File: config.mk
export PLATFORM = sky130hd
export DESIGN_NAME = entry_request_tx_flat
export DESIGN_NICKNAME = d
export VERILOG_FILES = /design/src/rtl/entry_request_tx_pkg.sv /design/src/rtl/entry_request_tx_if.sv /design/src/rtl/entry_request_tx_debounce_sync.sv /design/src/rtl/entry_request_tx.sv /design/src/flat_wrapper.sv
export SDC_FILE = /design/constraint.sdc
export NUM_CORES = 1
export LEC_CHECK = 0
export CORE_ASPECT_RATIO = 0.8
export CORE_UTILIZATION = 48
export DETAILED_ROUTE_END_ITERATION = 10
export PLACE_DENSITY = 0.74
export SYNTH_ARGS = -nofsm -noshare
export SYNTH_HDL_FRONTEND = slang
export SYNTH_SLANG_ARGS = --single-unit
File: constraint.sdc
create_clock -name clk -period 1.7 [get_ports clk]
set_clock_uncertainty 0.05 [all_clocks]
set_input_delay 0.34 -clock clk [delete_from_list [all_inputs] [get_ports clk]]
set_output_delay 0.34 -clock clk [all_outputs]
set_load 0.1 [all_outputs]
File: src/rtl/entry_request_tx_pkg.sv
// Shared types and widths for the entry-interface requester.
package entry_tx_pkg;

    typedef enum logic [1:0] {
        IDLE    = 2'd0,
        REQUEST = 2'd1,
        ACTIVE  = 2'd2,
        BACKOFF = 2'd3
    } state_t;

    localparam int FEAT_W = 3;
    localparam int AUTH_W = 3;
    localparam logic [FEAT_W-1:0] FEAT_NONE = 3'b000;

endpackage

File: src/rtl/entry_request_tx_if.sv
// Board-pin and arbiter-side signals of one entry interface requester.
interface entry_request_tx_if;
    import entry_tx_pkg::*;

    logic              bt_sub_n;
    logic              bt_can_n;
    logic              key;
    logic [1:0]        pri;
    logic [FEAT_W-1:0] feat;
    logic              grant;
    logic              deny;
    logic              req;
    logic [AUTH_W-1:0] auth_out;
    logic [FEAT_W-1:0] feat_out;
    logic              led_act;
    logic              led_err;

    modport master (
        input  bt_sub_n, bt_can_n, key, pri, feat, grant, deny,
        output req, auth_out, feat_out, led_act, led_err
    );

    modport slave (
        output bt_sub_n, bt_can_n, key, pri, feat, grant, deny,
        input  req, auth_out, feat_out, led_act, led_err
    );

endinterface

File: src/rtl/entry_request_tx_debounce_sync.sv
// Active-low button conditioner: 2-flop synchroniser, debounce counter and
// a one-cycle registered press pulse on the debounced 1->0 transition.
module debounce_sync #(
    parameter int DEB_CYCLES = 4
) (
    input  logic clk,
    input  logic rst,
    input  logic din_n,
    output logic press
);

    localparam int CW = $clog2(DEB_CYCLES) + 1;

    logic          meta, sync;
    logic          level;
    logic          armed;
    logic [CW-1:0] cnt;

    // NOTE: synchroniser resets to "pressed" and presses need a released
    // sample first, so a button held through reset never fires.
    always_ff @(posedge clk or posedge rst) begin
        if (rst) begin
            meta  <= 1'b0;
            sync  <= 1'b0;
            level <= 1'b1;
            armed <= 1'b0;
            cnt   <= '0;
            press <= 1'b0;
        end else begin
            meta  <= din_n;
            sync  <= meta;
            press <= 1'b0;
            if (sync)
                armed <= 1'b1;
            if (sync != level) begin
                if (cnt == CW'(DEB_CYCLES - 1)) begin
                    level <= sync;
                    cnt   <= '0;
                    press <= level & armed;
                end else begin
                    cnt <= cnt + 1'b1;
                end
            end else begin
                cnt <= '0;
            end
        end
    end

endmodule

File: src/rtl/entry_request_tx.sv
// Entry-interface requester: conditions operator inputs and holds a request
// toward the arbiter. Define ENTRY_TX_TIMEOUT_EN to enable the REQUEST timeout.
module entry_request_tx
    import entry_tx_pkg::*;
#(
    parameter int DEB_CYCLES     = 4,
    parameter int TIMEOUT_CYCLES = 16,
    parameter int BACKOFF_CYCLES = 8
) (
    input  logic               clk,
    input  logic               rst,
    entry_request_tx_if.master bus
);

    localparam int BW = $clog2(BACKOFF_CYCLES) + 1;

    logic [5:0]        sw_meta, sw_sync;
    logic              key_s;
    logic [1:0]        pri_s;
    logic [FEAT_W-1:0] feat_s;
    logic              sub_press, can_press;

    state_t            state, state_d;
    logic              req_q, act_q, err_q, err_d;
    logic [AUTH_W-1:0] auth_q, auth_d;
    logic [FEAT_W-1:0] feat_q, feat_d;
    logic [BW-1:0]     bo_cnt;
    logic              bo_done, tmo_hit;

    always_ff @(posedge clk or posedge rst) begin
        if (rst) begin
            sw_meta <= '0;
            sw_sync <= '0;
        end else begin
            sw_meta <= {bus.key, bus.pri, bus.feat};
            sw_sync <= sw_meta;
        end
    end

    assign key_s  = sw_sync[5];
    assign pri_s  = sw_sync[4:3];
    assign feat_s = sw_sync[2:0];

    debounce_sync #(.DEB_CYCLES(DEB_CYCLES)) u_sub (
        .clk(clk), .rst(rst), .din_n(bus.bt_sub_n), .press(sub_press)
    );

    debounce_sync #(.DEB_CYCLES(DEB_CYCLES)) u_can (
        .clk(clk), .rst(rst), .din_n(bus.bt_can_n), .press(can_press)
    );

`ifdef ENTRY_TX_TIMEOUT_EN
    localparam int TW = $clog2(TIMEOUT_CYCLES) + 1;
    logic [TW-1:0] tmo_cnt;

    // Cleared on entry to REQUEST; the hit lands on the TIMEOUT_CYCLES-th edge.
    always_ff @(posedge clk or posedge rst) begin
        if (rst)
            tmo_cnt <= '0;
        else if (state == REQUEST && state_d == REQUEST) begin
            if (!tmo_hit)
                tmo_cnt <= tmo_cnt + 1'b1;
        end else
            tmo_cnt <= '0;
    end

    assign tmo_hit = (tmo_cnt == TW'(TIMEOUT_CYCLES - 1));
`else
    logic unused_timeout;
    assign unused_timeout = |TIMEOUT_CYCLES;
    assign tmo_hit        = 1'b0;
`endif

    assign bo_done = (bo_cnt == BW'(BACKOFF_CYCLES - 1));

    // NOTE: every always_comb output gets its default first so no latch forms.
    always_comb begin
        state_d = state;
        err_d   = err_q;
        auth_d  = auth_q;
        feat_d  = feat_q;
        case (state)
            IDLE: begin
                if (sub_press) begin
                    if (key_s && feat_s != FEAT_NONE) begin
                        auth_d  = {key_s, pri_s};
                        feat_d  = feat_s;
                        err_d   = 1'b0;
                        state_d = REQUEST;
                    end else begin
                        err_d   = 1'b1;
                        state_d = BACKOFF;
                    end
                end
            end
            REQUEST: begin
                if (can_press)
                    state_d = IDLE;
                else if (bus.grant)
                    state_d = ACTIVE;
                else if (bus.deny || tmo_hit) begin
                    err_d   = 1'b1;
                    state_d = BACKOFF;
                end
            end
            ACTIVE: begin
                if (can_press || !bus.grant)
                    state_d = IDLE;
            end
            BACKOFF: begin
                if (bo_done)
                    state_d = IDLE;
            end
            default: state_d = IDLE;
        endcase
    end

    // NOTE: sequential state uses non-blocking assignments only.
    always_ff @(posedge clk or posedge rst) begin
        if (rst) begin
            state  <= IDLE;
            req_q  <= 1'b0;
            act_q  <= 1'b0;
            err_q  <= 1'b0;
            auth_q <= '0;
            feat_q <= '0;
            bo_cnt <= '0;
        end else begin
            state  <= state_d;
            req_q  <= (state_d == REQUEST) || (state_d == ACTIVE);
            act_q  <= (state_d == ACTIVE);
            err_q  <= err_d;
            auth_q <= auth_d;
            feat_q <= feat_d;
            if (state == BACKOFF && state_d == BACKOFF) begin
                if (!bo_done)
                    bo_cnt <= bo_cnt + 1'b1;
            end else
                bo_cnt <= '0;
        end
    end

    assign bus.req      = req_q;
    assign bus.led_act  = act_q;
    assign bus.led_err  = err_q;
    assign bus.auth_out = auth_q;
    assign bus.feat_out = feat_q;

endmodule

File: src/flat_wrapper.sv
// flat-port wrapper written by rule: the top's interface ports become plain ports
module entry_request_tx_flat import entry_tx_pkg::*;
#(
    parameter int DEB_CYCLES     = 4,
    parameter int TIMEOUT_CYCLES = 16,
    parameter int BACKOFF_CYCLES = 8
)
  (clk, rst, bus_bt_sub_n, bus_bt_can_n, bus_key, bus_pri, bus_feat, bus_grant, bus_deny, bus_req, bus_auth_out, bus_feat_out, bus_led_act, bus_led_err);
  entry_request_tx_if bus_i ();
  input  logic clk;
  input  logic rst;
  input wire logic [$bits(bus_i.bt_sub_n)-1:0] bus_bt_sub_n;
  input wire logic [$bits(bus_i.bt_can_n)-1:0] bus_bt_can_n;
  input wire logic [$bits(bus_i.key)-1:0] bus_key;
  input wire logic [$bits(bus_i.pri)-1:0] bus_pri;
  input wire logic [$bits(bus_i.feat)-1:0] bus_feat;
  input wire logic [$bits(bus_i.grant)-1:0] bus_grant;
  input wire logic [$bits(bus_i.deny)-1:0] bus_deny;
  output wire logic [$bits(bus_i.req)-1:0] bus_req;
  output wire logic [$bits(bus_i.auth_out)-1:0] bus_auth_out;
  output wire logic [$bits(bus_i.feat_out)-1:0] bus_feat_out;
  output wire logic [$bits(bus_i.led_act)-1:0] bus_led_act;
  output wire logic [$bits(bus_i.led_err)-1:0] bus_led_err;
  assign bus_i.bt_sub_n = bus_bt_sub_n;
  assign bus_i.bt_can_n = bus_bt_can_n;
  assign bus_i.key = bus_key;
  assign bus_i.pri = bus_pri;
  assign bus_i.feat = bus_feat;
  assign bus_i.grant = bus_grant;
  assign bus_i.deny = bus_deny;
  assign bus_req = bus_i.req;
  assign bus_auth_out = bus_i.auth_out;
  assign bus_feat_out = bus_i.feat_out;
  assign bus_led_act = bus_i.led_act;
  assign bus_led_err = bus_i.led_err;
  entry_request_tx #(.DEB_CYCLES(DEB_CYCLES), .TIMEOUT_CYCLES(TIMEOUT_CYCLES), .BACKOFF_CYCLES(BACKOFF_CYCLES)) u_core (.clk(clk), .rst(rst), .bus(bus_i));
endmodule
==> impl_metrics.json, run 1 <==
{
  "status": "complete, but fails checks",
  "violations": "negative setup slack",
  "routabilityCongestion": 0.6913,
  "place.port_buffers": 20,
  "tightest_slew_ns": 0.3957,
  "initialDrtViolationCount": 23,
  "fin_total_pwr_mw": 3.474,
  "nets": 159,
  "placement_rows": 18,
  "synth_area_leader_cell": "sky130_fd_sc_hd__dfrtp_1",
  "ys_dominant_reg_cell": "sky130_fd_sc_hd__dfrtp_1",
  "period_minus_slack_ns": 1.772,
  "share_of_the_clock_period_used_by_the_worst_path_pct": 104.2,
  "hold_violations_final": 0,
  "yosys.area.top_type_share_pct": 64.98,
  "ir_drop_mv": 1.044,
  "synthesized_area_fraction_occupied_by_and_or_nand_nor_cells_pct": 11.73,
  "cts_tree": "yes",
  "pin_count_of_the_biggest_net_entering_global_routing": 44,
  "timing.final.ws_setup_ns": -0.07198,
  "hp-class": "flip-flop to flip-flop",
  "final_antenna_net_count": 0,
  "insertedDiodeCount": 0,
  "synth.net_count": 122,
  "timing.max_cap.violations": 0,
  "mappedNetlistArea_sq_um": 1579,
  "grt_antenna_before_repair": 0,
  "io-pin-count": 21,
  "synth.lib_cells_used.distinct": 33,
  "clock_latency_ns": 0.28,
  "routed_via_density": 5.000,
  "total_routing_resource_utilization_after_global_routing_pct": 16.89,
  "die_w_um": 66.13,
  "initial_utilization_pct": 50.81,
  "placed_area_sq_um": 1976,
  "coreArea_sq_um": 3108,
  "timing_max_transition_violations_final": 0,
  "cellPowerDensity_nw_per_um2": 1626,
  "max_stage_delay_ns": 0.37,
  "required_ns": 1.81,
  "drt_first_pass_iters": 4,
  "design_area_sq_um": 2136,
  "layout_commonest_cell": "sky130_fd_sc_hd__dfrtp_1",
  "overall_die_area_sq_um": 3524,
  "synth_top_cells_by_area": "sky130_fd_sc_hd__dfrtp_1 (65%), sky130_fd_sc_hd__mux2_4 (4.8%), sky130_fd_sc_hd__ha_1 (4.0%), sky130_fd_sc_hd__dfstp_2 (3.3%), sky130_fd_sc_hd__nor3b_1 (1.9%)",
  "clock_path_buffers": 2,
  "clk_pin_slew_ns": 0.07,
  "placed_wire_length_estimate_after_detailed_placement_mm": 1.805,
  "height_of_the_chip_um": 53.30,
  "deepest_level_of_the_cts_h_tree": 2,
  "xor_xnor_fraction_of_synth_area_pct": 1.664,
  "count_of_buffering_cells_on_the_critical_path_with_inverters_included": 0,
  "criticalPathCategory": "flip-flop to flip-flop",
  "synth_warnings": 0,
  "register_bit_count_reported_by_yosys": 43,
  "cts.sink_count": 43,
  "worst-path-max-fanout": 4,
  "number_of_enable_flip_flop_cells_after_synthesis": 0,
  "critical-path-top-cell-by-count": "sky130_fd_sc_hd__ha_2",
  "combinational_family_with_the_most_area_after_synthesis": "simple AND/OR/NAND/NOR gates",
  "numCtsBuffers": 5,
  "async_reset_ff_share_pct": 100.0,
  "hold-worst-slack_ns": 0.3007,
  "post_synth_fa_ha_maj_area_fraction_pct": 3.962,
  "synth.area.mux_share_pct": 7.448,
  "first_global_vias": 941,
  "drt_wl_total_mm": 2.564,
  "critical-path-top-delay-family": "compound AO/OA/AOI/OAI gates",
  "finalSetupViolCount": 6,
  "grt.overflow.total": 0,
  "postLayoutCoreUtil_pct": 68.72,
  "syn_avg_cell_area_sq_um": 15.04,
  "seq_total_area_yosys_pct": 68.30,
  "routedWlPerCell_um": 14.09,
  "rsz0062_at_grt": "true",
  "synthCells": 105,
  "slew_headroom_pct": 73.62,
  "crit_path_capture_type": "flip-flop",
  "drc": 0,
  "slowest_stage": "sky130_fd_sc_hd__dfrtp_1",
  "startpoint_type_of_the_worst_setup_path": "flip-flop",
  "first_pass_grt_wire_length_mm": 4.084,
  "cellLeakagePower_nw": 0.9957,
  "path_cells": "ha_2 -> nand3b_1 -> a22o_2 -> a221o_1 -> ha_2 -> nand3_4 -> nor2_1",
  "final_cell_mix": "sky130_fd_sc_hd__dfrtp_1 (41), sky130_fd_sc_hd__buf_4 (12), sky130_fd_sc_hd__clkdlybuf4s50_1 (11)",
  "area.growth.synth_to_final_pct": 35.26,
  "clk_root_buffer_cell": "sky130_fd_sc_hd__clkbuf_8",
  "post_route_cells_drive_above_1_share_pct": 33.10,
  "count_of_vias_placed_by_the_detailed_router": 910,
  "maxClockFrequency_ghz": 0.5643,
  "arrival_ns": 1.89,
  "synth_compound_gate_area_share_pct": 4.992
}
[sequential cells by signal, summed over array words and instances, names as in the netlist, 2 cells and up]
| register | flops |
|---|---|
| u_core.bo_cnt | 4 |
| u_core.bus.auth_out | 3 |
| u_core.bus.feat_out | 3 |
| u_core.state | 2 |
| u_core.sw_meta | 6 |
| u_core.sw_sync | 6 |
| u_core.u_can.cnt | 3 |
| u_core.u_sub.cnt | 3 |
[final cells by class]
| cell class | count | area [sq um] |
|---|---|---|
| multi-input combinational | 58 | 500.5 |
| clock buffer | 6 | 72.57 |
| timing repair buffer | 33 | 400.4 |
| tap | 40 | 50.05 |
| sequential | 43 | 1079 |
| fill | 222 | 972.2 |
| clock inverter | 1 | 30.03 |
| inverter | 1 | 3.754 |
[cell usage after synthesis, types with 2 or more instances]
| library cell | n |
|---|---|
| sky130_fd_sc_hd__or2_2 | 2 |
| sky130_fd_sc_hd__dfrtp_1 | 41 |
| sky130_fd_sc_hd__nor2_1 | 7 |
| sky130_fd_sc_hd__dfstp_2 | 2 |
| sky130_fd_sc_hd__ha_1 | 5 |
| sky130_fd_sc_hd__o21a_1 | 2 |
| sky130_fd_sc_hd__mux2_2 | 2 |
| sky130_fd_sc_hd__mux2i_1 | 2 |
| sky130_fd_sc_hd__mux2_4 | 5 |
| sky130_fd_sc_hd__nor2b_1 | 2 |
| sky130_fd_sc_hd__a21oi_1 | 2 |
| sky130_fd_sc_hd__nand3_1 | 4 |
| sky130_fd_sc_hd__nor3_1 | 2 |
| sky130_fd_sc_hd__nor3b_1 | 4 |
| sky130_fd_sc_hd__xnor2_1 | 3 |
| sky130_fd_sc_hd__o21ai_0 | 2 |
| sky130_fd_sc_hd__buf_6 | 2 |
[logic make-up (layout without fill, tap and decap cells)]
family | Yosys count | in the layout
muxes | 9 | 9
AOI/OAI and AO/OA | 11 | 11
xor gates and xnor gates | 3 | 3
buffers and inverters | 4 | 41
DFF | 43 | 43
and+or+nand+nor | 30 | 30
adders and majority gates | 5 | 5
[metal layers]
layer,GRT usage (%),up-vias,wire (um)
met4,7.447,0,34
met5,0,-,0
met1,18.12,460,1043
met3,5.172,5,70
li1,-,432,-
met2,30.78,13,1415
[what timing repair did]
item | in CTS | in global routing
endpoints found under the setup margin | 6 | 6
cloned | 0 | 0
hold endpoints to repair | 0 | 0
hold buffers | 0 | 0
pin swaps | 2 | 4
gates resized for setup | 2 | 2
buffers inserted | 4 | 1
[report_power, final]
group          leakage [nW]  internal (mW)  switching, mW
registers             0.536           1.22          0.153
clock network        0.0513          0.430          0.302
logic                 0.408          0.555          0.816
total                 0.996           2.20           1.27
[stage by stage]
step | setup slack (ns) | cells | TNS, ns
4_1_cts | -0.05071 | 181 | -0.1948
3_3_place_gp | -0.2849 | 170 | -1.626
2_1_floorplan | -0.07021 | 105 | -0.2962
5_1_grt | -0.1027 | 182 | -0.4649
3_5_place_dp | -0.3357 | 170 | -1.896
6_report | -0.07198 | 182 | -0.3321
[path summary, 6_finish.rpt]
check / start / to / slack [ns] / cells past startpoint
min reg2reg: u_core.sw_meta[0] / u_core.sw_sync[0] / 0.30 / 0
max in group asynchronous: rst / u_core.u_sub.level / 0.97 / 3
max: u_core.bo_cnt[1] / u_core.bo_cnt[2] / -0.07 / 7
min: u_core.sw_meta[0] / u_core.sw_sync[0] / 0.30 / 0
max reg2reg: u_core.bo_cnt[1] / u_core.bo_cnt[2] / -0.07 / 7
min in group asynchronous: rst / u_core.bo_cnt[3] / 0.36 / 3
No activity file was read; power rests on OpenSTA's default activity.
==> run 2, diff against run 1 <==
Settings changed: CAP_MARGIN from default to 25.
==> results of run 2 <==
The final DEF is identical to that of run 1; final timing and power are the same.
